**src/rtl/bus_loader_pkg.sv**
```systemverilog
// Shared definitions for the UART-driven bus loader: command and response
// codes, FSM state encoding, datapath widths and the length decode helper.
package bus_loader_pkg;

  localparam int unsigned ADDR_W = 16;
  localparam int unsigned DATA_W = 8;
  localparam int unsigned CNT_W  = 9;

  localparam logic [DATA_W-1:0] CMD_WRITE = 8'h57;
  localparam logic [DATA_W-1:0] CMD_READ  = 8'h52;
  localparam logic [DATA_W-1:0] CMD_PING  = 8'h50;
  localparam logic [DATA_W-1:0] RSP_ACK   = 8'h06;
  localparam logic [DATA_W-1:0] RSP_NAK   = 8'h15;

  typedef enum logic [3:0] {
    IDLE   = 4'd0,
    ADDR_H = 4'd1,
    ADDR_L = 4'd2,
    LEN    = 4'd3,
    WDATA  = 4'd4,
    WBUS   = 4'd5,
    RBUS   = 4'd6,
    RCAPT  = 4'd7,
    RSEND  = 4'd8,
    RESP   = 4'd9
  } state_e;

  // A length byte of zero stands for a full 256-byte transfer.
  function automatic logic [CNT_W-1:0] len_to_count(input logic [DATA_W-1:0] len);
    return {(len == 8'd0), len};
  endfunction

endpackage

```
**src/rtl/bus_loader_if.sv**
```systemverilog
// Bundle of the loader's UART byte streams and memory-bus signals.
//   rx_*   : byte stream from the UART receiver (valid/ready)
//   tx_*   : response byte stream to the UART transmitter (valid/ready)
//   bus_*  : mastership request/grant, address, write data, direction, read data
// master = the loader, slave = UART + bus environment.
interface bus_loader_if;
  import bus_loader_pkg::*;

  logic [DATA_W-1:0] rx_data_i;
  logic              rx_valid_i;
  logic              rx_ready_o;
  logic [DATA_W-1:0] tx_data_o;
  logic              tx_valid_o;
  logic              tx_ready_i;
  logic              bus_req_o;
  logic              bus_gnt_i;
  logic [ADDR_W-1:0] addr_o;
  logic [DATA_W-1:0] data_o;
  logic              R_W_n_o;
  logic [DATA_W-1:0] data_i;

  modport master (
    input  rx_data_i, rx_valid_i, tx_ready_i, bus_gnt_i, data_i,
    output rx_ready_o, tx_data_o, tx_valid_o, bus_req_o, addr_o, data_o, R_W_n_o
  );

  modport slave (
    output rx_data_i, rx_valid_i, tx_ready_i, bus_gnt_i, data_i,
    input  rx_ready_o, tx_data_o, tx_valid_o, bus_req_o, addr_o, data_o, R_W_n_o
  );

endinterface

```
**src/rtl/bus_loader_timeout.sv**
```systemverilog
// Inter-byte timeout for partially received commands.
//   clk_i/rst_i : clock, synchronous active-high reset
//   clear       : restart the idle count (byte accepted, or loader idle)
//   enable      : count this clock as idle
//   expired     : registered; high during the TIMEOUT_CYCLES-th idle clock
module loader_timeout #(
  parameter int unsigned TIMEOUT_CYCLES = 27000000
) (
  input  logic clk_i,
  input  logic rst_i,
  input  logic clear,
  input  logic enable,
  output logic expired
);

  localparam int unsigned CW = $clog2(TIMEOUT_CYCLES + 1);

  logic [CW-1:0] cnt_q, cnt_d;
  logic          expired_q, expired_d;

  // Flag is raised one clock early so the FSM acts on the final idle clock.
  always_comb begin
    cnt_d     = cnt_q;
    expired_d = 1'b0;
    if (clear) begin
      cnt_d = '0;
    end else if (enable) begin
      cnt_d     = cnt_q + CW'(1);
      expired_d = (cnt_d == CW'(TIMEOUT_CYCLES - 1));
    end
  end

  always_ff @(posedge clk_i) begin
    if (rst_i) begin
      cnt_q     <= '0;
      expired_q <= 1'b0;
    end else begin
      cnt_q     <= cnt_d;
      expired_q <= expired_d;
    end
  end

  assign expired = expired_q;

endmodule

```
**src/rtl/bus_loader.sv**
```systemverilog
// UART command loader: parses cmd/addr_hi/addr_lo/len frames from the rx byte
// stream and performs bus writes, bus reads (streamed back on tx) or a ping.
//   clk_i/rst_i : clock, synchronous active-high reset
//   lb (master) : rx/tx byte streams and the memory bus
// bus_req_o goes to the system integration, which holds the CPU via Rdy and
// hands the bus mux to this block while bus_gnt_i is high.
module bus_loader
  import bus_loader_pkg::*;
#(
  parameter int unsigned TIMEOUT_CYCLES = 27000000
) (
  input  logic         clk_i,
  input  logic         rst_i,
  bus_loader_if.master lb
);

  state_e            state_q, state_d;
  logic [ADDR_W-1:0] addr_q, addr_d;
  logic [DATA_W-1:0] data_q, data_d;
  logic [DATA_W-1:0] tx_data_q, tx_data_d;
  logic [CNT_W-1:0]  count_q, count_d;
  logic              is_write_q, is_write_d;
  logic              rx_ready_q, rx_ready_d;
  logic              tx_valid_q, tx_valid_d;
  logic              bus_req_q, bus_req_d;

  logic rx_fire, tx_fire, last_xfer;
  logic tmo_clear, tmo_enable, tmo_expired;

  assign rx_fire    = lb.rx_valid_i & rx_ready_q;
  assign tx_fire    = tx_valid_q & lb.tx_ready_i;
  assign last_xfer  = (count_q == CNT_W'(1));
  assign tmo_enable = (state_q inside {ADDR_H, ADDR_L, LEN, WDATA});
  assign tmo_clear  = rx_fire | (state_q == IDLE);

  loader_timeout #(
    .TIMEOUT_CYCLES(TIMEOUT_CYCLES)
  ) u_timeout (
    .clk_i  (clk_i),
    .rst_i  (rst_i),
    .clear  (tmo_clear),
    .enable (tmo_enable),
    .expired(tmo_expired)
  );

  // Next-state, datapath and registered-output decode.
  always_comb begin
    state_d    = state_q;
    addr_d     = addr_q;
    data_d     = data_q;
    tx_data_d  = tx_data_q;
    count_d    = count_q;
    is_write_d = is_write_q;

    unique case (state_q)
      IDLE: begin
        if (rx_fire) begin
          unique case (lb.rx_data_i)
            CMD_WRITE: begin is_write_d = 1'b1; state_d = ADDR_H; end
            CMD_READ:  begin is_write_d = 1'b0; state_d = ADDR_H; end
            CMD_PING:  begin tx_data_d = RSP_ACK; state_d = RESP; end
            default:   begin tx_data_d = RSP_NAK; state_d = RESP; end
          endcase
        end
      end
      ADDR_H: begin
        if (rx_fire) begin
          addr_d[ADDR_W-1:8] = lb.rx_data_i;
          state_d            = ADDR_L;
        end else if (tmo_expired) begin
          tx_data_d = RSP_NAK;
          state_d   = RESP;
        end
      end
      ADDR_L: begin
        if (rx_fire) begin
          addr_d[7:0] = lb.rx_data_i;
          state_d     = LEN;
        end else if (tmo_expired) begin
          tx_data_d = RSP_NAK;
          state_d   = RESP;
        end
      end
      LEN: begin
        if (rx_fire) begin
          count_d = len_to_count(lb.rx_data_i);
          state_d = is_write_q ? WDATA : RBUS;
        end else if (tmo_expired) begin
          tx_data_d = RSP_NAK;
          state_d   = RESP;
        end
      end
      WDATA: begin
        if (rx_fire) begin
          data_d  = lb.rx_data_i;
          state_d = WBUS;
        end else if (tmo_expired) begin
          tx_data_d = RSP_NAK;
          state_d   = RESP;
        end
      end
      WBUS: begin
        if (lb.bus_gnt_i) begin
          addr_d  = addr_q + ADDR_W'(1);
          count_d = count_q - CNT_W'(1);
          if (last_xfer) begin
            tx_data_d = RSP_ACK;
            state_d   = RESP;
          end else begin
            state_d = WDATA;
          end
        end
      end
      RBUS: begin
        if (lb.bus_gnt_i) state_d = RCAPT;
      end
      RCAPT: begin
        tx_data_d = lb.data_i;
        state_d   = RSEND;
      end
      RSEND: begin
        if (tx_fire) begin
          addr_d  = addr_q + ADDR_W'(1);
          count_d = count_q - CNT_W'(1);
          state_d = last_xfer ? IDLE : RBUS;
        end
      end
      RESP: begin
        if (tx_fire) state_d = IDLE;
      end
      default: state_d = IDLE;
    endcase

    rx_ready_d = (state_d inside {IDLE, ADDR_H, ADDR_L, LEN, WDATA});
    tx_valid_d = (state_d inside {RSEND, RESP});
    bus_req_d  = (state_d inside {WBUS, RBUS});
  end

  always_ff @(posedge clk_i) begin
    if (rst_i) begin
      state_q    <= IDLE;
      addr_q     <= '0;
      data_q     <= '0;
      tx_data_q  <= '0;
      count_q    <= '0;
      is_write_q <= 1'b0;
      rx_ready_q <= 1'b1;
      tx_valid_q <= 1'b0;
      bus_req_q  <= 1'b0;
    end else begin
      state_q    <= state_d;
      addr_q     <= addr_d;
      data_q     <= data_d;
      tx_data_q  <= tx_data_d;
      count_q    <= count_d;
      is_write_q <= is_write_d;
      rx_ready_q <= rx_ready_d;
      tx_valid_q <= tx_valid_d;
      bus_req_q  <= bus_req_d;
    end
  end

  assign lb.rx_ready_o = rx_ready_q;
  assign lb.tx_valid_o = tx_valid_q;
  assign lb.tx_data_o  = tx_data_q;
  assign lb.bus_req_o  = bus_req_q;
  assign lb.addr_o     = addr_q;
  assign lb.data_o     = data_q;
  // The write strobe must coincide with the grant cycle itself, so it is
  // gated directly by bus_gnt_i; reset suppresses any write on its edge.
  assign lb.R_W_n_o    = ~((state_q == WBUS) & lb.bus_gnt_i & ~rst_i);

endmodule

```
**src/flat_wrapper.sv**
```systemverilog
// flat-port wrapper written by rule: the top's interface ports become plain ports
module bus_loader_flat import bus_loader_pkg::*;
#(
  parameter int unsigned TIMEOUT_CYCLES = 27000000
)
  (clk_i, rst_i, lb_rx_data_i, lb_rx_valid_i, lb_tx_ready_i, lb_bus_gnt_i, lb_data_i, lb_rx_ready_o, lb_tx_data_o, lb_tx_valid_o, lb_bus_req_o, lb_addr_o, lb_data_o, lb_R_W_n_o);
  bus_loader_if lb_i ();
  input  logic clk_i;
  input  logic rst_i;
  input wire logic [$bits(lb_i.rx_data_i)-1:0] lb_rx_data_i;
  input wire logic [$bits(lb_i.rx_valid_i)-1:0] lb_rx_valid_i;
  input wire logic [$bits(lb_i.tx_ready_i)-1:0] lb_tx_ready_i;
  input wire logic [$bits(lb_i.bus_gnt_i)-1:0] lb_bus_gnt_i;
  input wire logic [$bits(lb_i.data_i)-1:0] lb_data_i;
  output wire logic [$bits(lb_i.rx_ready_o)-1:0] lb_rx_ready_o;
  output wire logic [$bits(lb_i.tx_data_o)-1:0] lb_tx_data_o;
  output wire logic [$bits(lb_i.tx_valid_o)-1:0] lb_tx_valid_o;
  output wire logic [$bits(lb_i.bus_req_o)-1:0] lb_bus_req_o;
  output wire logic [$bits(lb_i.addr_o)-1:0] lb_addr_o;
  output wire logic [$bits(lb_i.data_o)-1:0] lb_data_o;
  output wire logic [$bits(lb_i.R_W_n_o)-1:0] lb_R_W_n_o;
  assign lb_i.rx_data_i = lb_rx_data_i;
  assign lb_i.rx_valid_i = lb_rx_valid_i;
  assign lb_i.tx_ready_i = lb_tx_ready_i;
  assign lb_i.bus_gnt_i = lb_bus_gnt_i;
  assign lb_i.data_i = lb_data_i;
  assign lb_rx_ready_o = lb_i.rx_ready_o;
  assign lb_tx_data_o = lb_i.tx_data_o;
  assign lb_tx_valid_o = lb_i.tx_valid_o;
  assign lb_bus_req_o = lb_i.bus_req_o;
  assign lb_addr_o = lb_i.addr_o;
  assign lb_data_o = lb_i.data_o;
  assign lb_R_W_n_o = lb_i.R_W_n_o;
  bus_loader #(.TIMEOUT_CYCLES(TIMEOUT_CYCLES)) u_core (.clk_i(clk_i), .rst_i(rst_i), .lb(lb_i));
endmodule
```
**config.mk**
```make
export PLATFORM = sky130hd
export DESIGN_NAME = bus_loader_flat
export DESIGN_NICKNAME = d
export VERILOG_FILES = /design/src/rtl/bus_loader_pkg.sv /design/src/rtl/bus_loader_if.sv /design/src/rtl/bus_loader_timeout.sv /design/src/rtl/bus_loader.sv /design/src/flat_wrapper.sv
export SDC_FILE = /design/constraint.sdc
export NUM_CORES = 1
export LEC_CHECK = 0
export CORE_MARGIN = 3
export CORE_UTILIZATION = 51
export CTS_CLUSTER_SIZE = 16
export DETAILED_ROUTE_END_ITERATION = 16
export PLACE_DENSITY_LB_ADDON = 0.2
export SLEW_MARGIN = 15
export SYNTH_ARGS = -nofsm -noshare
export SYNTH_HDL_FRONTEND = slang
export SYNTH_SLANG_ARGS = --single-unit
```
**constraint.sdc**
```tcl
create_clock -name clk_i -period 3 [get_ports clk_i]
set_input_delay 0.75 -clock clk_i [delete_from_list [all_inputs] [get_ports clk_i]]
set_output_delay 0.75 -clock clk_i [all_outputs]
set_load 0.02 [all_outputs]
```
Word-level counts from Yosys, hierarchy flattened
Cells that the tools add are included.

word-level totals
  flip-flop bits (word level) = 75
  output and inout port bits = 36

operators by class
  bitwise gates (word level) = 8
  reduce and logical (&&, ||, !) cells = 22
  add/subtract/negate cells = 3
  equal/unequal tests = 32
  multiplexer cells = 32

operator list
  cell                     number
  $mux W4                  12
  $mux W8                  6
  $pmux W8 S3              2
  $pmux W4 S10             1
  $mux W16                 2
  $pmux W8 S4              1
  $eq A4 B3 Y1 const B     7
  $mux W9                  3
  $pmux W9 S3              1
  $add A25 B1 Y25 const B  1
  $eq A25 B25 Y1 const B   1
  $eq A8 B7 Y1 const B     3
  $add A16 B1 Y16 const B  1
  $eq A4 B2 Y1 const B     4
  $eq A4 B4 Y1 const B     4
  $pmux W8 S2              1
  $ne A2 B1 Y1 const B     7
  $reduce_and A4 Y1        3
  $eq A9 B1 Y1 const B     1
  $reduce_bool A3 Y1       3
  $sub A9 B1 Y9 const B    1
  $eq A4 B1 Y1 const B     2
  $logic_not A4 Y1         2
  $logic_not A8 Y1         1
  16 further kinds         27

Longest topological paths before layout
  depth after elaboration = 7
  depth in mapped cells = 8
  depth with buffers taken out = 7

Modules after synthesis
From an unflattened synthesis, not the netlist that was laid out.

second synthesis, totals
  cell total of the unflattened synthesis = 557
  area total of the unflattened synthesis = 4,584.4 um^2

modules (own cells, without submodules)
  module          area an instance (um^2)  instances  sequential area each (um^2)  cells an instance
  bus_loader      2,959.1                  1          980.9                        363
  loader_timeout  1,625.3                  1          520.5                        194

Least setup slack after synthesis
OpenSTA, ideal clock, no wires.

  kind = input -> register
  start = input lb_rx_valid_i
  end = register u_core.tx_data_q[3] (netlist: u_core.lb.tx_data_o[3])
  stages on the path = 6
  path slack = 0.689 ns
  path buffers = 1
  data arrival time = 2.194 ns
  cells stage by stage = clkbuf_1 a21bo_2 a211o_1 a221oi_2 a21oi_1 a22o_1

between the ends
  word-level cells in the longest chain between the ends = 3

ends and longest elaborated chain
  what                                                           line                source
  start, declared                                                flat_wrapper.sv:11  input wire logic [$bits(lb_i.rx_valid_i)-1:0] lb_rx_valid_i;
  $and A1 B1 Y1 (*)                                              bus_loader.sv:30    assign rx_fire = lb.rx_valid_i & rx_ready_q;
  $ne A2 B1 Y1 (no line) / $ne A2 B2 Y1 (equally long branches)  --
  $reduce_and A7 Y1 (no line) (*)                                --
  end signal, assigned                                           bus_loader.sv:154   tx_data_q <= tx_data_d;
  end, declared                                                  bus_loader.sv:20    logic [DATA_W-1:0] tx_data_q, tx_data_d;

Mark *: on every way between the ends. The rest lies on a longest branch, timed or not.
A chain may end at the register's enable or synchronous reset.

Worst setup path in the final report
  start = register u_core.state_q[3]
  end = output lb_R_W_n_o

between the ends
  word-level cells in the longest chain between the ends = 4

ends and longest elaborated chain
  what                         line                source
  start, declared              bus_loader.sv:17    state_e state_q, state_d;
  start signal, assigned       bus_loader.sv:151   state_q <= state_d;
  $eq A4 B3 Y1                 bus_loader.sv:171   assign lb.R_W_n_o = ~((state_q == WBUS) & lb.bus_gnt_i & ~rst_i);
  $and A1 B1 Y1 (2 in series)  bus_loader.sv:171
  $not A1 Y1                   bus_loader.sv:171
  end, declared                flat_wrapper.sv:21  output wire logic [$bits(lb_i.R_W_n_o)-1:0] lb_R_W_n_o;

No other way between the ends.

==> impl_metrics.py <==
metrics = {
    "worst_setup_path": {
        "worst_setup_path_start_kind": "flop",
        "worstSetupPathType": "flop to output port",
        "end_kind": "output port",
        "crit_start": "u_core.state_q[3]$_SDFF_PP0_",
        "reg2reg_from": "u_core.state_q[1]$_SDFF_PP0_",
        "cp.required_ps": 2250,
        "arrival_ps": 2000,
        "crit_fanout": 13,
    },
    "placed_design": {
        "detailed_place_hpwl_um": 8650,
        "place_congestion": 0.889,
        "io_buffer_count": 56,
        "numPlacedInstances": 707,
    },
    "synthesis": {
        "synth_xor_area_frac": 0.0514,
        "synthMuxAreaShare": 0.0181,
        "synth_area_sq_um": 4430,
        "syn_area_per_cell_sq_um": 8.03,
        "synth_compound_area_frac": 0.250,
        "synth_async_sr_flop_share": 0,
        "synth_top_family_by_area": "simple AND/OR/NAND/NOR gates",
        "synth_seq_area_share": 0.339,
        "yosysUniqueCellTypes": 71,
        "ys_warn_count": 0,
        "synth_seq_cells": 75,
        "synthFlopType": "dfxtp_1",
        "syn_inst": 552,
        "syn_nets": 578,
        "synthSimpleGateAreaFrac": 0.279,
        "synthAdderAreaFrac": 0.0141,
        "synth-edff-count": 0,
    },
    "sta": {
        "slew_headroom": 0.605,
        "setup_tns_ps": 0,
        "finalSetupViolations": 0,
        "worstMarginPinSlew_ps": 593,
        "slew_viol_final": 0,
        "whs_ps": 486,
        "period_share": 0.918,
        "rsz0062_at_grt": "false",
        "hold_violations": 0,
        "fmax_mhz": 363,
        "skew_ps": 15.1,
        "min_period_ps": 2750,
    },
    "global_route": {
        "antenna_found_initial": 0,
        "grt.total_usage": 0.251,
        "grt_remaining_overflow": 0,
        "grt_max_degree": 45,
        "grt_pass1_wl_um": 20400,
        "grt_pass1_vias": 4158,
    },
    "layout": {
        "register_area_sq_um": 1500,
        "drive_gt1_frac": 0.105,
        "multi_input_area_sq_um": 2730,
        "fin_util": 0.646,
        "antenna_cells": 0,
        "fin_nets": 639,
        "stdcell_count": 723,
        "nFillCells": 704,
        "synthToLayoutAreaGrowth_pct": 21.6,
    },
    "clock_tree": {
        "tritoncts": "done",
        "hold_buffers": 0,
        "cts_sinks": 75,
        "clk_latency_ps": 350,
        "clockBufferDepth": 2,
        "path_clk_slew_ps": 80,
        "cts_buffers": 9,
        "htreeDepth": 3,
        "root_buffer": "clkbuf_8",
    },
    "route": {
        "drc": 0,
        "wl_per_cell_um": 16.7,
        "routed_wirelength_um": 12000,
        "drt-vias-per-instance": 6.21,
        "dr.first_iter.drc_count": 402,
        "drtPass1Iterations": 5,
        "vias": 4493,
        "ant_nets": 0,
    },
    "pwr": {
        "finalPower_uw": 3430,
        "leakage_uw": 0.00182,
        "vdd_drop_max_mv": 0.347,
        "power.density_nw_per_um2": 637,
    },
    "floorplan": {
        "die-area_sq_um": 9850,
        "dieHeight_um": 99.2,
        "coreArea_sq_um": 8340,
        "initial_core_util": 0.532,
        "num_rows": 33,
        "io_pins": 57,
        "die_w_um": 99.2,
    },
    "flow_run": {
        "maxCapViolCount": 0,
    },
    "hold_path": {
        "hp-start": "u_core.lb.tx_data_o[7]$_SDFFE_PP0P_",
        "hold_class": "flop to flop",
    },
    "status": {
        "outcome": "completed",
    },
}
-- layout make-up --
class                      count  share of cell area
multi-input combinational    429               0.506
sequential                    75               0.279
timing repair buffer          85               0.144
clock buffer                  12              0.0288
tap                          105              0.0244
clock inverter                 4             0.00905
inverter                      13             0.00905
-- state kept, by name (all words and copies together) (netlist names), 4 cells and up --
register	cells
u_core.lb.tx_data_o	8
u_core.count_q	9
u_core.lb.addr_o	16
u_core.state_q	4
u_core.u_timeout.cnt_q	25
u_core.lb.data_o	8
-- placed cells by master (no fill, tap or decap), types with 8 or more instances in the layout --
master           instances
mux2i_1                  8
nand4_1                 24
xor2_1                  13
nand2_1                 28
o21ai_0                 29
a21oi_1                 38
nor3_1                  20
inv_1                   13
xnor2_1                 13
dfxtp_1                 75
nor2_1                  65
a21o_1                  16
nor4_1                  11
nand3_1                 25
a211oi_1                10
clkdlybuf4s50_1         56
buf_4                   29
clkbuf_8                11
-- cell usage after synthesis (3+ instances only) --
cell       number  area share
clkbuf_2        4      0.0045
nand2_1        28       0.024
o31ai_1         4      0.0068
nor3_1         20       0.023
a311oi_1        4      0.0079
a21oi_2         4      0.0079
nand4b_1        4      0.0079
nand2b_1        4      0.0056
buf_2           5      0.0056
a21o_1         16       0.027
nand4_1        24       0.034
and3_1          5      0.0071
nor4_1         11       0.016
nand3b_1        6       0.010
dfxtp_1        75        0.34
o31a_1          3      0.0059
xnor2_1        13       0.026
or4_1           4      0.0068
a2111oi_0       3      0.0059
ha_1            5       0.014
xor2_1         13       0.026
a211o_1         3      0.0059
a211oi_1       11       0.019
nor2_1         66       0.056
a21boi_0        4      0.0068
and4_1          3      0.0059
o211ai_1        3      0.0051
a22o_1          5      0.0099
a31oi_1         5      0.0071
inv_1          13       0.011
clkbuf_1       20       0.017
nor2b_1         4      0.0056
o32ai_1         3      0.0059
and2_1          6      0.0085
nand3_1        25       0.028
o21ai_0        29       0.033
or3_1           6      0.0085
mux2i_1         8       0.018
a21oi_1        38       0.043
o22ai_1         3      0.0042
-- worst paths after layout --
check	end	slack [ps]	cells after the start
worst max-delay path	lb_R_W_n_o	250	4
worst min-delay path	u_core.lb.tx_data_o[7]$_SDFFE_PP0P_	490	1
worst max register to register	u_core.lb.addr_o[6]$_SDFFE_PP0P_	580	6
worst min register to register	u_core.lb.tx_data_o[7]$_SDFFE_PP0P_	490	1
-- critical path: stages (launching register included) --
cell and delay [ps]:
dfxtp_1 450, nand3b_1 270, nor2_2 250, nand3b_1 120, clkdlybuf4s50_1 570
-- per-stage QoR --
step,instance area [sq um],setup WS (ps)
after global routing,5390,116
final,5390,247
after CTS,5390,150
after floorplan,4430,689
after global placement,5180,275
after detailed placement,5180,222
-- where the power goes --
part / internal (uW) / switching [uW]
logic: 575 / 768
registers: 1120 / 162
clock network: 429 / 378
total: 2130 / 1310
-- metal layers --
metal,GRT usage,up-vias,wire length (um)
met2,0.398,186,5770
met3,0.0540,29,867
li1,-,2189,-
met1,0.338,2089,5160
met5,0,-,0
met4,0.0893,0,248
-- what timing repair did --
action	CTS	global route
gates resized for setup	0	1
hold endpoints to repair	0	0
endpoints found under the setup margin	0	1
buffers inserted	0	0
-- logic make-up (layout without fill, tap and decap cells) --
family,after synthesis,in the layout
adders and majority gates,5,5
xor gates and xnor gates,26,26
buffers and inverters,48,114
AOI/OAI and AO/OA,159,159
and+or+nand+nor,231,231
DFF,75,75
muxes,8,8
(Power assumes the default switching activity.)
